[config.mk]
export PLATFORM = sky130hd
export DESIGN_NAME = mem_stage_lsu
export DESIGN_NICKNAME = d
export VERILOG_FILES = /design/src/rtl/lsu_pkg.sv /design/src/rtl/lsu_align.sv /design/src/rtl/mem_stage_lsu.sv
export SDC_FILE = /design/constraint.sdc
export NUM_CORES = 1
export LEC_CHECK = 0
export CAP_MARGIN = 20
export CORE_MARGIN = 2
export CORE_UTILIZATION = 50
export CTS_CLUSTER_SIZE = 24
export DETAILED_ROUTE_END_ITERATION = 6
export DONT_BUFFER_PORTS = 1
export GPL_TIMING_DRIVEN = 0
export PLACE_DENSITY = 0.71
export SLEW_MARGIN = 0
export SYNTH_ARGS = -nofsm -noshare
export SYNTH_HDL_FRONTEND = slang
export SYNTH_SLANG_ARGS = --single-unit
[constraint.sdc]
create_clock -name clk -period 2.1 [get_ports clk]
set_clock_uncertainty 0.05 [all_clocks]
set_input_delay 0.315 -clock clk [delete_from_list [all_inputs] [get_ports clk]]
set_output_delay 0.315 -clock clk [all_outputs]
set_load 0.03 [all_outputs]
[src/rtl/lsu_pkg.sv]
// Shared definitions for the MEM-stage load/store unit.
//   - funct3 encodings for byte/half/word/double accesses (signed and unsigned loads)
//   - FSM state encoding shared by the top level and anything that observes dbg_state_o
package lsu_pkg;

  localparam logic [2:0] F3_LB  = 3'b000;
  localparam logic [2:0] F3_LH  = 3'b001;
  localparam logic [2:0] F3_LW  = 3'b010;
  localparam logic [2:0] F3_LD  = 3'b011;  // legal only when XLEN == 64
  localparam logic [2:0] F3_LBU = 3'b100;
  localparam logic [2:0] F3_LHU = 3'b101;

  typedef enum logic [1:0] {
    IDLE = 2'd0,
    REQ  = 2'd1,
    WAIT = 2'd2,
    DONE = 2'd3
  } state_t;

endpackage

[src/rtl/lsu_align.sv]
// Combinational lane logic for the load/store unit.
//   Request side : req_funct3 + req_lane + req_data -> byte enables, replicated
//                  store data, misalignment flag and illegal-funct3 flag.
//   Response side: rsp_funct3 + rsp_lane + rsp_rdata -> load data shifted down
//                  from its lane and sign/zero extended to XLEN.
// Ports
//   req_funct3   in   3          access size/sign of the incoming instruction
//   req_lane     in   OW         byte offset within the bus word
//   req_data     in   XLEN       store data (LSBs significant)
//   req_be       out  XLEN/8     byte enables
//   req_wdata    out  XLEN       store data replicated across lanes
//   req_misalign out  1          address not naturally aligned for the size
//   req_illegal  out  1          funct3 not supported at this XLEN
//   rsp_funct3   in   3          funct3 latched with the outstanding access
//   rsp_lane     in   OW         byte offset latched with the outstanding access
//   rsp_rdata    in   XLEN       full bus word returned by memory
//   rsp_data     out  XLEN       extended load result
module lsu_align
  import lsu_pkg::*;
#(
  parameter int XLEN = 32,
  localparam int NB  = XLEN / 8,
  localparam int OW  = $clog2(NB)
) (
  input  logic [2:0]      req_funct3,
  input  logic [OW-1:0]   req_lane,
  input  logic [XLEN-1:0] req_data,
  output logic [NB-1:0]   req_be,
  output logic [XLEN-1:0] req_wdata,
  output logic            req_misalign,
  output logic            req_illegal,
  input  logic [2:0]      rsp_funct3,
  input  logic [OW-1:0]   rsp_lane,
  input  logic [XLEN-1:0] rsp_rdata,
  output logic [XLEN-1:0] rsp_data
);

  logic [XLEN-1:0] shifted;

  always_comb begin
    req_be       = '0;
    req_wdata    = req_data;
    req_misalign = 1'b0;
    req_illegal  = 1'b0;
    case (req_funct3)
      F3_LB, F3_LBU: begin
        req_be    = NB'(1) << req_lane;
        req_wdata = {NB{req_data[7:0]}};
      end
      F3_LH, F3_LHU: begin
        req_be       = NB'(2'b11) << req_lane;
        req_wdata    = {(NB/2){req_data[15:0]}};
        req_misalign = req_lane[0];
      end
      F3_LW: begin
        req_be       = NB'(4'hF) << req_lane;
        req_wdata    = {(NB/4){req_data[31:0]}};
        req_misalign = (req_lane[1:0] != 2'b00);
      end
      F3_LD: begin
        if (XLEN == 64) begin
          req_be       = '1;
          req_misalign = (req_lane != '0);
        end else begin
          req_illegal = 1'b1;
        end
      end
      default: req_illegal = 1'b1;
    endcase
  end

  // Bring the addressed lane down to bit 0, then extend from the access size.
  always_comb begin
    shifted = rsp_rdata >> {rsp_lane, 3'b000};
    case (rsp_funct3)
      F3_LB:   rsp_data = XLEN'($signed(shifted[7:0]));
      F3_LH:   rsp_data = XLEN'($signed(shifted[15:0]));
      F3_LW:   rsp_data = XLEN'($signed(shifted[31:0]));
      F3_LBU:  rsp_data = XLEN'(shifted[7:0]);
      F3_LHU:  rsp_data = XLEN'(shifted[15:0]);
      default: rsp_data = shifted;
    endcase
  end

endmodule

[src/rtl/mem_stage_lsu.sv]
// MEM-stage load/store unit between EX and WB.
// Accepts one load or store from the pipeline, checks it for illegal encodings and
// misalignment, issues it on a req/gnt/rvalid bus, stalls the pipeline until it
// completes and retires it with a one-cycle done_o pulse (ok, misaligned or fault).
// Ports
//   clk, rst                 clock (rising edge), asynchronous active-low reset
//   valid_i, MemRead,        instruction in MEM, load/store select,
//   MemWrite, funct3         access size/sign
//   alu_out, dataB           effective byte address, store data
//   stall_o, done_o          pipeline hold, retire pulse
//   mem_result               registered extended load data (0 for store/fault)
//   misalign_o, fault_o      retire flags, valid with done_o
//   bus_req/we/addr/be/wdata request channel; bus_gnt accepts it
//   bus_rvalid, bus_rdata    read response
//   dbg_state_o              current FSM state
// Handshake: bus_req is held high in REQ until bus_gnt is seen on a rising edge;
// a read completes on the first bus_rvalid sampled in WAIT, or together with
// bus_gnt in REQ. bus_rvalid/bus_gnt in any other state are ignored.
module mem_stage_lsu
  import lsu_pkg::*;
#(
  parameter int XLEN           = 32,
  parameter int TIMEOUT_CYCLES = 64
) (
  input  logic              clk,
  input  logic              rst,
  input  logic              valid_i,
  input  logic              MemRead,
  input  logic              MemWrite,
  input  logic [2:0]        funct3,
  input  logic [XLEN-1:0]   alu_out,
  input  logic [XLEN-1:0]   dataB,
  output logic              stall_o,
  output logic              done_o,
  output logic [XLEN-1:0]   mem_result,
  output logic              misalign_o,
  output logic              fault_o,
  output logic              bus_req,
  output logic              bus_we,
  output logic [XLEN-1:0]   bus_addr,
  output logic [XLEN/8-1:0] bus_be,
  output logic [XLEN-1:0]   bus_wdata,
  input  logic              bus_gnt,
  input  logic              bus_rvalid,
  input  logic [XLEN-1:0]   bus_rdata,
  output state_t            dbg_state_o
);

  localparam int NB = XLEN / 8;
  localparam int OW = $clog2(NB);
  localparam int TW = (TIMEOUT_CYCLES > 0) ? $clog2(TIMEOUT_CYCLES + 1) : 1;

  state_t          state_q, state_d;
  logic [XLEN-1:0] addr_q, addr_d;
  logic [NB-1:0]   be_q, be_d;
  logic [XLEN-1:0] wdata_q, wdata_d;
  logic [2:0]      f3_q, f3_d;
  logic [OW-1:0]   lane_q, lane_d;
  logic            we_q, we_d;
  logic [TW-1:0]   tmo_q, tmo_d;
  logic [XLEN-1:0] result_q, result_d;
  logic            mis_q, mis_d;
  logic            flt_q, flt_d;

  logic            op;
  logic [TW-1:0]   tmo_inc;
  logic            tmo_hit;
  logic [NB-1:0]   req_be;
  logic [XLEN-1:0] req_wdata;
  logic            req_misalign;
  logic            req_illegal;
  logic [XLEN-1:0] load_data;

  lsu_align #(.XLEN(XLEN)) u_align (
    .req_funct3   (funct3),
    .req_lane     (alu_out[OW-1:0]),
    .req_data     (dataB),
    .req_be       (req_be),
    .req_wdata    (req_wdata),
    .req_misalign (req_misalign),
    .req_illegal  (req_illegal),
    .rsp_funct3   (f3_q),
    .rsp_lane     (lane_q),
    .rsp_rdata    (bus_rdata),
    .rsp_data     (load_data)
  );

  always_comb begin
    // rst is folded in so stall_o drops the moment reset asserts, even with valid_i high.
    op       = rst & valid_i & (MemRead | MemWrite);
    tmo_inc  = tmo_q + TW'(1);
    tmo_hit  = (TIMEOUT_CYCLES != 0) && (tmo_inc == TW'(TIMEOUT_CYCLES));
    state_d  = state_q;
    addr_d   = addr_q;
    be_d     = be_q;
    wdata_d  = wdata_q;
    f3_d     = f3_q;
    lane_d   = lane_q;
    we_d     = we_q;
    tmo_d    = tmo_q;
    result_d = result_q;
    mis_d    = mis_q;
    flt_d    = flt_q;
    case (state_q)
      IDLE: begin
        if (op) begin
          tmo_d = '0;
          mis_d = 1'b0;
          flt_d = 1'b0;
          if ((MemRead && MemWrite) || req_illegal) begin
            state_d  = DONE;
            flt_d    = 1'b1;
            result_d = '0;
          end else if (req_misalign) begin
            state_d  = DONE;
            mis_d    = 1'b1;
            result_d = '0;
          end else begin
            state_d = REQ;
            addr_d  = {alu_out[XLEN-1:OW], {OW{1'b0}}};
            be_d    = req_be;
            wdata_d = req_wdata;
            f3_d    = funct3;
            lane_d  = alu_out[OW-1:0];
            we_d    = MemWrite;
          end
        end
      end
      REQ: begin
        tmo_d = tmo_inc;
        // A completing handshake wins over a timeout landing in the same cycle.
        if (bus_gnt && we_q) begin
          state_d  = DONE;
          result_d = '0;
        end else if (bus_gnt && bus_rvalid) begin
          state_d  = DONE;
          result_d = load_data;
        end else if (tmo_hit) begin
          state_d  = DONE;
          flt_d    = 1'b1;
          result_d = '0;
        end else if (bus_gnt) begin
          state_d = WAIT;
        end
      end
      WAIT: begin
        tmo_d = tmo_inc;
        if (bus_rvalid) begin
          state_d  = DONE;
          result_d = load_data;
        end else if (tmo_hit) begin
          state_d  = DONE;
          flt_d    = 1'b1;
          result_d = '0;
        end
      end
      DONE:    state_d = IDLE;
      default: state_d = IDLE;
    endcase
  end

  always_ff @(posedge clk or negedge rst) begin
    if (!rst) begin
      state_q  <= IDLE;
      addr_q   <= '0;
      be_q     <= '0;
      wdata_q  <= '0;
      f3_q     <= '0;
      lane_q   <= '0;
      we_q     <= 1'b0;
      tmo_q    <= '0;
      result_q <= '0;
      mis_q    <= 1'b0;
      flt_q    <= 1'b0;
    end else begin
      state_q  <= state_d;
      addr_q   <= addr_d;
      be_q     <= be_d;
      wdata_q  <= wdata_d;
      f3_q     <= f3_d;
      lane_q   <= lane_d;
      we_q     <= we_d;
      tmo_q    <= tmo_d;
      result_q <= result_d;
      mis_q    <= mis_d;
      flt_q    <= flt_d;
    end
  end

  assign stall_o     = (state_q == REQ) || (state_q == WAIT) || ((state_q == IDLE) && op);
  assign done_o      = (state_q == DONE);
  assign misalign_o  = done_o & mis_q;
  assign fault_o     = done_o & flt_q;
  assign mem_result  = result_q;
  assign bus_req     = (state_q == REQ);
  assign bus_we      = we_q;
  assign bus_addr    = addr_q;
  assign bus_be      = be_q;
  assign bus_wdata   = wdata_q;
  assign dbg_state_o = state_q;

endmodule

Word level (Yosys, flattened, before mapping)
Cells that the tools add are included.
{"block": "word_totals", "regBits": 115, "inputBits": 106, "out_inout_bits": 108, "word_cells": 98}
{"block": "classes", "n_addsub": 1, "n_eq_ne": 18, "shift": 4, "mux": 34, "bitwise": 7, "n_reduce_logical": 23}
{"op": "$mux 32", "n": 7}
{"op": "$pmux 32 s4", "n": 1}
{"op": "$pmux 32 s3", "n": 1}
{"op": "$pmux 32 s2", "n": 1}
{"op": "$shr 32x5->32", "n": 1}
{"op": "$mux 2", "n": 9}
{"op": "$pmux 7 s2", "n": 1}
{"op": "$eq 3x3->1 const B", "n": 4}
{"op": "$pmux 4 s3", "n": 1}
{"op": "$mux 1", "n": 9}
{"op": "$ne 2x2->1 const B", "n": 4}
{"op": "$pmux 2 s4", "n": 1}
{"op": "$add 7x1->7 const B", "n": 1}
{"op": "$eq 7x7->1 const B", "n": 1}
{"op": "$mux 7", "n": 1}
{"op": "$eq 3x1->1 const B", "n": 2}
{"op": "$logic_not 3->1", "n": 2}
{"op": "$ne 3x3->1 const B", "n": 2}
{"op": "$reduce_and 3->1", "n": 2}
{"op": "$reduce_or 2->1", "n": 3}
{"op": "$ne 5x1->1 const B", "n": 1}
{"op": "$reduce_and 5->1", "n": 1}
{"op": "$reduce_or 5->1", "n": 1}
{"op": "$and 1x1->1", "n": 4}
{"op": "other kinds (17)", "n": 26}

Logic depth before layout (Yosys ltp)
{"block": "logic_depth", "ltp_word": 7, "depth_mapped": 9, "ltp_nobuf": 7}

Cells and area by module
A second synthesis with hierarchy kept.
{"block": "unflattened", "hier_cells": 651, "area_unflattened_um2": 6713.9}
{"module": "mem_stage_lsu", "n_inst": 1, "cells_per_inst": 467, "area_each_um2": 5355.1, "seq_area_each_um2": 2877.8}
{"module": "lsu_align", "n_inst": 1, "cells_per_inst": 184, "area_each_um2": 1358.8, "seq_area_each_um2": 0.0}

Worst setup path after synthesis
OpenSTA, ideal clock, no wires.
{"block": "synth_path", "path_kind": "register to register", "from": "reg state_q[0], in the netlist dbg_state_o[0]", "to": "reg result_q[10], in the netlist mem_result[10]", "setup_ns": 0.066, "t_arrival_ns": 2.228, "required_time_ns": 1.984, "path_slack_ns": -0.244, "path_stages_with_launch": 8, "n_path_buf": 2, "period_less_slack_ns": 2.344, "path_cell_list": "dfrtp_1 inv_1 ha_1 clkbuf_1 inv_1 o32ai_2 clkbuf_1 a22o_1"}
{"block": "synth_via", "elab_chain_cells": 3, "word_cells_on_any_way": 8, "cone_classes": "eq/ne: 4; mux: 1; reduce/logical: 3"}
{"item": "start: declaration", "line_no": "mem_stage_lsu.sv:53", "rtl": "state_t state_q, state_d;"}
{"item": "start signal: assignment", "line_no": "mem_stage_lsu.sv:176", "rtl": "state_q <= state_d;"}
{"item": "$logic_not 2->1 (tied with other cells)", "line_no": "mem_stage_lsu.sv:104", "rtl": "case (state_q)"}
{"item": "$ne 3x3->1 (no line) (tied with other cells)"}
{"item": "$reduce_and 3->1 (no line)"}
{"item": "end signal: assignment", "line_no": "mem_stage_lsu.sv:184", "rtl": "result_q <= result_d;"}
{"item": "end: declaration", "line_no": "mem_stage_lsu.sv:61", "rtl": "logic [XLEN-1:0] result_q, result_d;"}
Parallel ways exist; a longest one is shown, timed or not.
A chain may end at the register's enable or synchronous reset.

Worst setup path in the final report
{"block": "layout_path", "from": "reg state_q[1], in the netlist dbg_state_o[1]", "to": "out stall_o"}
{"block": "layout_via", "elab_chain_cells": 3, "word_cells_on_any_way": 6, "cone_classes": "eq/ne: 2; reduce/logical: 4"}
{"item": "$eq 2x1->1 (tied with other cells)", "line_no": "mem_stage_lsu.sv:190", "rtl": "assign stall_o = (state_q == REQ) || (state_q == WAIT) || ((state_q == IDLE) && op);"}
{"item": "$logic_or 1x1->1 / $logic_and 1x1->1 (equally long branches)", "line_no": "mem_stage_lsu.sv:190"}
{"item": "$logic_or 1x1->1 *", "line_no": "mem_stage_lsu.sv:190"}
{"item": "end: declaration", "line_no": "mem_stage_lsu.sv:33", "rtl": "output logic stall_o,"}
Mark *: on every way between the ends. The rest lies on a longest branch, timed or not.

==> impl_metrics.csv <==
group,metric,value,unit
outcome,status,"finished, violations left",
outcome,failing_checks,"hold timing, setup timing",
layout,layout.cells.non_filler,778,
synth,number_of_flops_mapped_to_enable_cells_by_yosys,0,
pwr,cellPowerDensity,1688,nW/um^2
grt,pin_count_of_the_biggest_net_entering_global_routing,117,
grt,number_of_antenna_violations_at_the_first_check_in_global_routing,0,
critical_path,start_kind,"register",
clock_tree,clock_sinks,115,
detailed_routing,route.vias.total,4774,
critical_path,worstPathMaxFanout,5,
timing,hold_viol,115,
grt,globalRouteOverflowTotal,0,
placed_design,dpl.cell_count,656,
synth,synthCells,515,
grt,global_route_usage_over_all_layers,29.44,%
timing,timing.slew.headroom,32.88,%
grt,grt_first_pass_wirelength,26790,um
placed_design,io_buffer_count,0,
critical_path,worst_path_largest_cell_delay,0.51,ns
layout,filler_cell_count,770,
clock_tree,htree_levels,4,
detailed_routing,firstDrtPassIters,5,
critical_path,reg2reg_from,"dbg_state_o[0]",
placed_design,finalWeightedCongestion,0.8347,
timing,post-route-min-period,2.173,ns
critical_path,crit_required,1.74,ns
synth,synth.most_common_cell,"dfrtp_1",
clock_tree,max-clock-path-buffers,2,
detailed_routing,detail-route-antenna-nets,0,
floorplanning,die_height,110.0,um
clock_tree,clkSlewWorstSetupHoldPaths,0.06,ns
synth,yosysUniqueCellTypes,51,
critical_path,cp_delay_by_family_top,"flip-flops",
synth,synth.cell_area,5614,um^2
critical_path,worstRegToRegCells,10,
floorplanning,core_region_area,10890,um^2
timing,clock.fmax,460.3,MHz
layout,syn2layout_area_growth,32.07,%
critical_path,cp-startpoint,"dbg_state_o[1]",
synth,post_synth.cell_area_avg,10.90,um^2
critical_path,cp.buffers_inverters,3,
critical_path,worst-setup-path-type,"reg -> out",
clock_tree,cts_tree,"built",
pwr,leakage,3.373,nW
clock_tree,cts_buffers,17,
placed_design,post-dp-hpwl,11010,um
clock_tree,insertion_delay,0.52,ns
synth,netlist_top_cells_count,"dfrtp_1, nand2_1, mux2_1, mux2i_1, o21ai_0",
synth,cell_taking_the_most_area_after_synthesis,"dfrtp_1",
detailed_routing,route.final.wire_length,17550,um
critical_path,regToRegEndpoint,"mem_result[15]",
layout,nets,737,
critical_path,worst_path_max_delay_cell,"dfrtp_2",
layout,n_antenna_cell,0,
detailed_routing,detail_route.vias_per_cell,6.136,
floorplanning,die_area,12090,um^2
synth,part_of_the_yosys_area_used_for_sequential_elements,51.26,%
clock_tree,clockRootBuffer,"clkbuf_8",
critical_path,worstPathCellList,"inv_4 -> ha_4 -> o2111ai_4 -> buf_4 -> buf_6 -> nand2_8",
synth,synth_top_area_share,51.26,%
floorplanning,initial_utilization,51.56,%
clock_tree,cts.hold.buffers_added,73,
floorplanning,pin_count,214,
timing,timing.hold.ws,-0.5502,ns
worst_hold_path,worstHoldPathType,"in -> async",
placed_design,dp_slack,-0.4398,ns
synth,synth-warning-count,0,
synth,ys.flop_type,"dfrtp_1",
pwr,max-vdd-ir-drop,0.9479,mV
timing,final_worst_path_cycle_share,103.5,%
layout,layout-drive-gt1-share,14.42,%
detailed_routing,drtIter0Drc,424,
timing,report.final.setup_viol,27,
pwr,report.power.total,12.52,mW
critical_path,reg2reg_setup_slack,-0.04,ns
flow_run,max_capacitance_violation_count,0,
timing,worstMarginPinSlew,1.003,ns
synth,ys_ff_latch,115,
grt,grt_pass1_vias,5063,
floorplanning,num_rows,38,
critical_path,cp.arrival,1.81,ns
timing,final_tns_setup,-0.6052,ns
detailed_routing,drc_errors,0,
timing,pnr_worst_setup_slack,-0.07264,ns
floorplanning,die_w,110.0,um
synth,synthArstFlopShare,100.0,%
synth,synth.top_cells.by_area,"dfrtp_1, mux2_1, mux2i_1",
timing,maxSlewViolCount,0,
detailed_routing,routed_wire_length_per_instance,22.56,um
timing,grt_setup_unrepaired,"yes",
critical_path,endpoint_kind,"output port",
[state kept, by name, indices dropped and copies added (netlist names)]
register	cells
bus_addr	30
bus_be	4
bus_wdata	32
bus_we	1
dbg_state_o	2
f3_q	3
flt_q	1
lane_q	2
mem_result	32
mis_q	1
tmo_q	7
[cell type report]
type                            count  area [um^2]  area share [%]
Sequential cell                   115         2880           38.85
Clock buffer                       19        431.7           5.822
Multi-Input combinational cell    358         2654           35.79
Tap cell                          140        175.2           2.362
Timing Repair Buffer               92        900.9           12.15
Clock inverter                     13        148.9           2.008
Buffer                             34        190.2           2.565
Inverter                            7        33.78          0.4556
[per-layer routing]
layer  part of all wire (%)  vias to the layer above  GRT usage [%]
met1                     37                     2352          32.81
met4                    3.5                        0          14.56
met3                     12                       57          12.45
met5                      0                        -              0
met2                     48                      287          48.25
li1                       -                     2078              -
[power by group]
part           internal, mW  switching, mW
clock                  1.74           1.10
sequential             3.13           2.52
combinational          1.87           2.16
total                  6.74           5.78
[worst register-to-register path: cells and delay by family, from the launching register on]
kind	cells	cell delay [ns]
flip-flops	1	0.53
adder cells (fa/ha/maj)	1	0.20
AO/OA/AOI/OAI	4	0.62
buffers and inverters	5	0.62
[placed cells by master (no fill, tap or decap), types with 7 or more instances in the layout]
cell and count:
dfrtp_1 113, mux2_1 44, clkbuf_1 15, o21ai_0 41
a32o_1 8, nand2_1 79, o211ai_1 8, mux2i_1 43
nor2_1 17, buf_4 18, a22o_1 25, dlygate4sd3_1 73
clkbuf_16 16, a211o_1 7, nor2b_1 9, a21oi_1 10
[kinds of logic (layout without fill, tap and decap cells)]
logic type,after synthesis,after routing,synth area share (%)
AOI/OAI and AO/OA,131,131,16.98
and+or+nand+nor,131,131,10.27
DFF,115,115,51.26
muxes,88,88,16.67
buffers and inverters,43,165,3.410
adders and majority gates,6,6,1.337
other,1,2,0.06680
[what timing repair did]
action	CTS	global route
resized for setup	19	23
hold endpoints to repair	190	115
setup endpoints to repair	108	107
gates cloned	1	0
setup buffers	12	7
pin swaps	14	9
[metrics by stage]
stage	util [%]	instance area [um^2]
3_3_place_gp	53.61	5837
6_report	68.10	7415
5_1_grt	68.10	7415
4_1_cts	67.05	7301
2_1_floorplan	-	5662
3_5_place_dp	53.61	5837
[worst max path at each step]
stage | slack (ns) | cells after the start | end
floorplan | 0.02 | 9 | mem_result[21]
CTS | -0.1 | 9 | mem_result[21]
global route | -0.15 | 9 | mem_result[21]
finish | -0.07 | 6 | stall_o
global placement | -0.36 | 7 | mem_result[30]
detailed placement | -0.44 | 7 | mem_result[30]
Note: power is estimated with default switching activity, not from simulation.
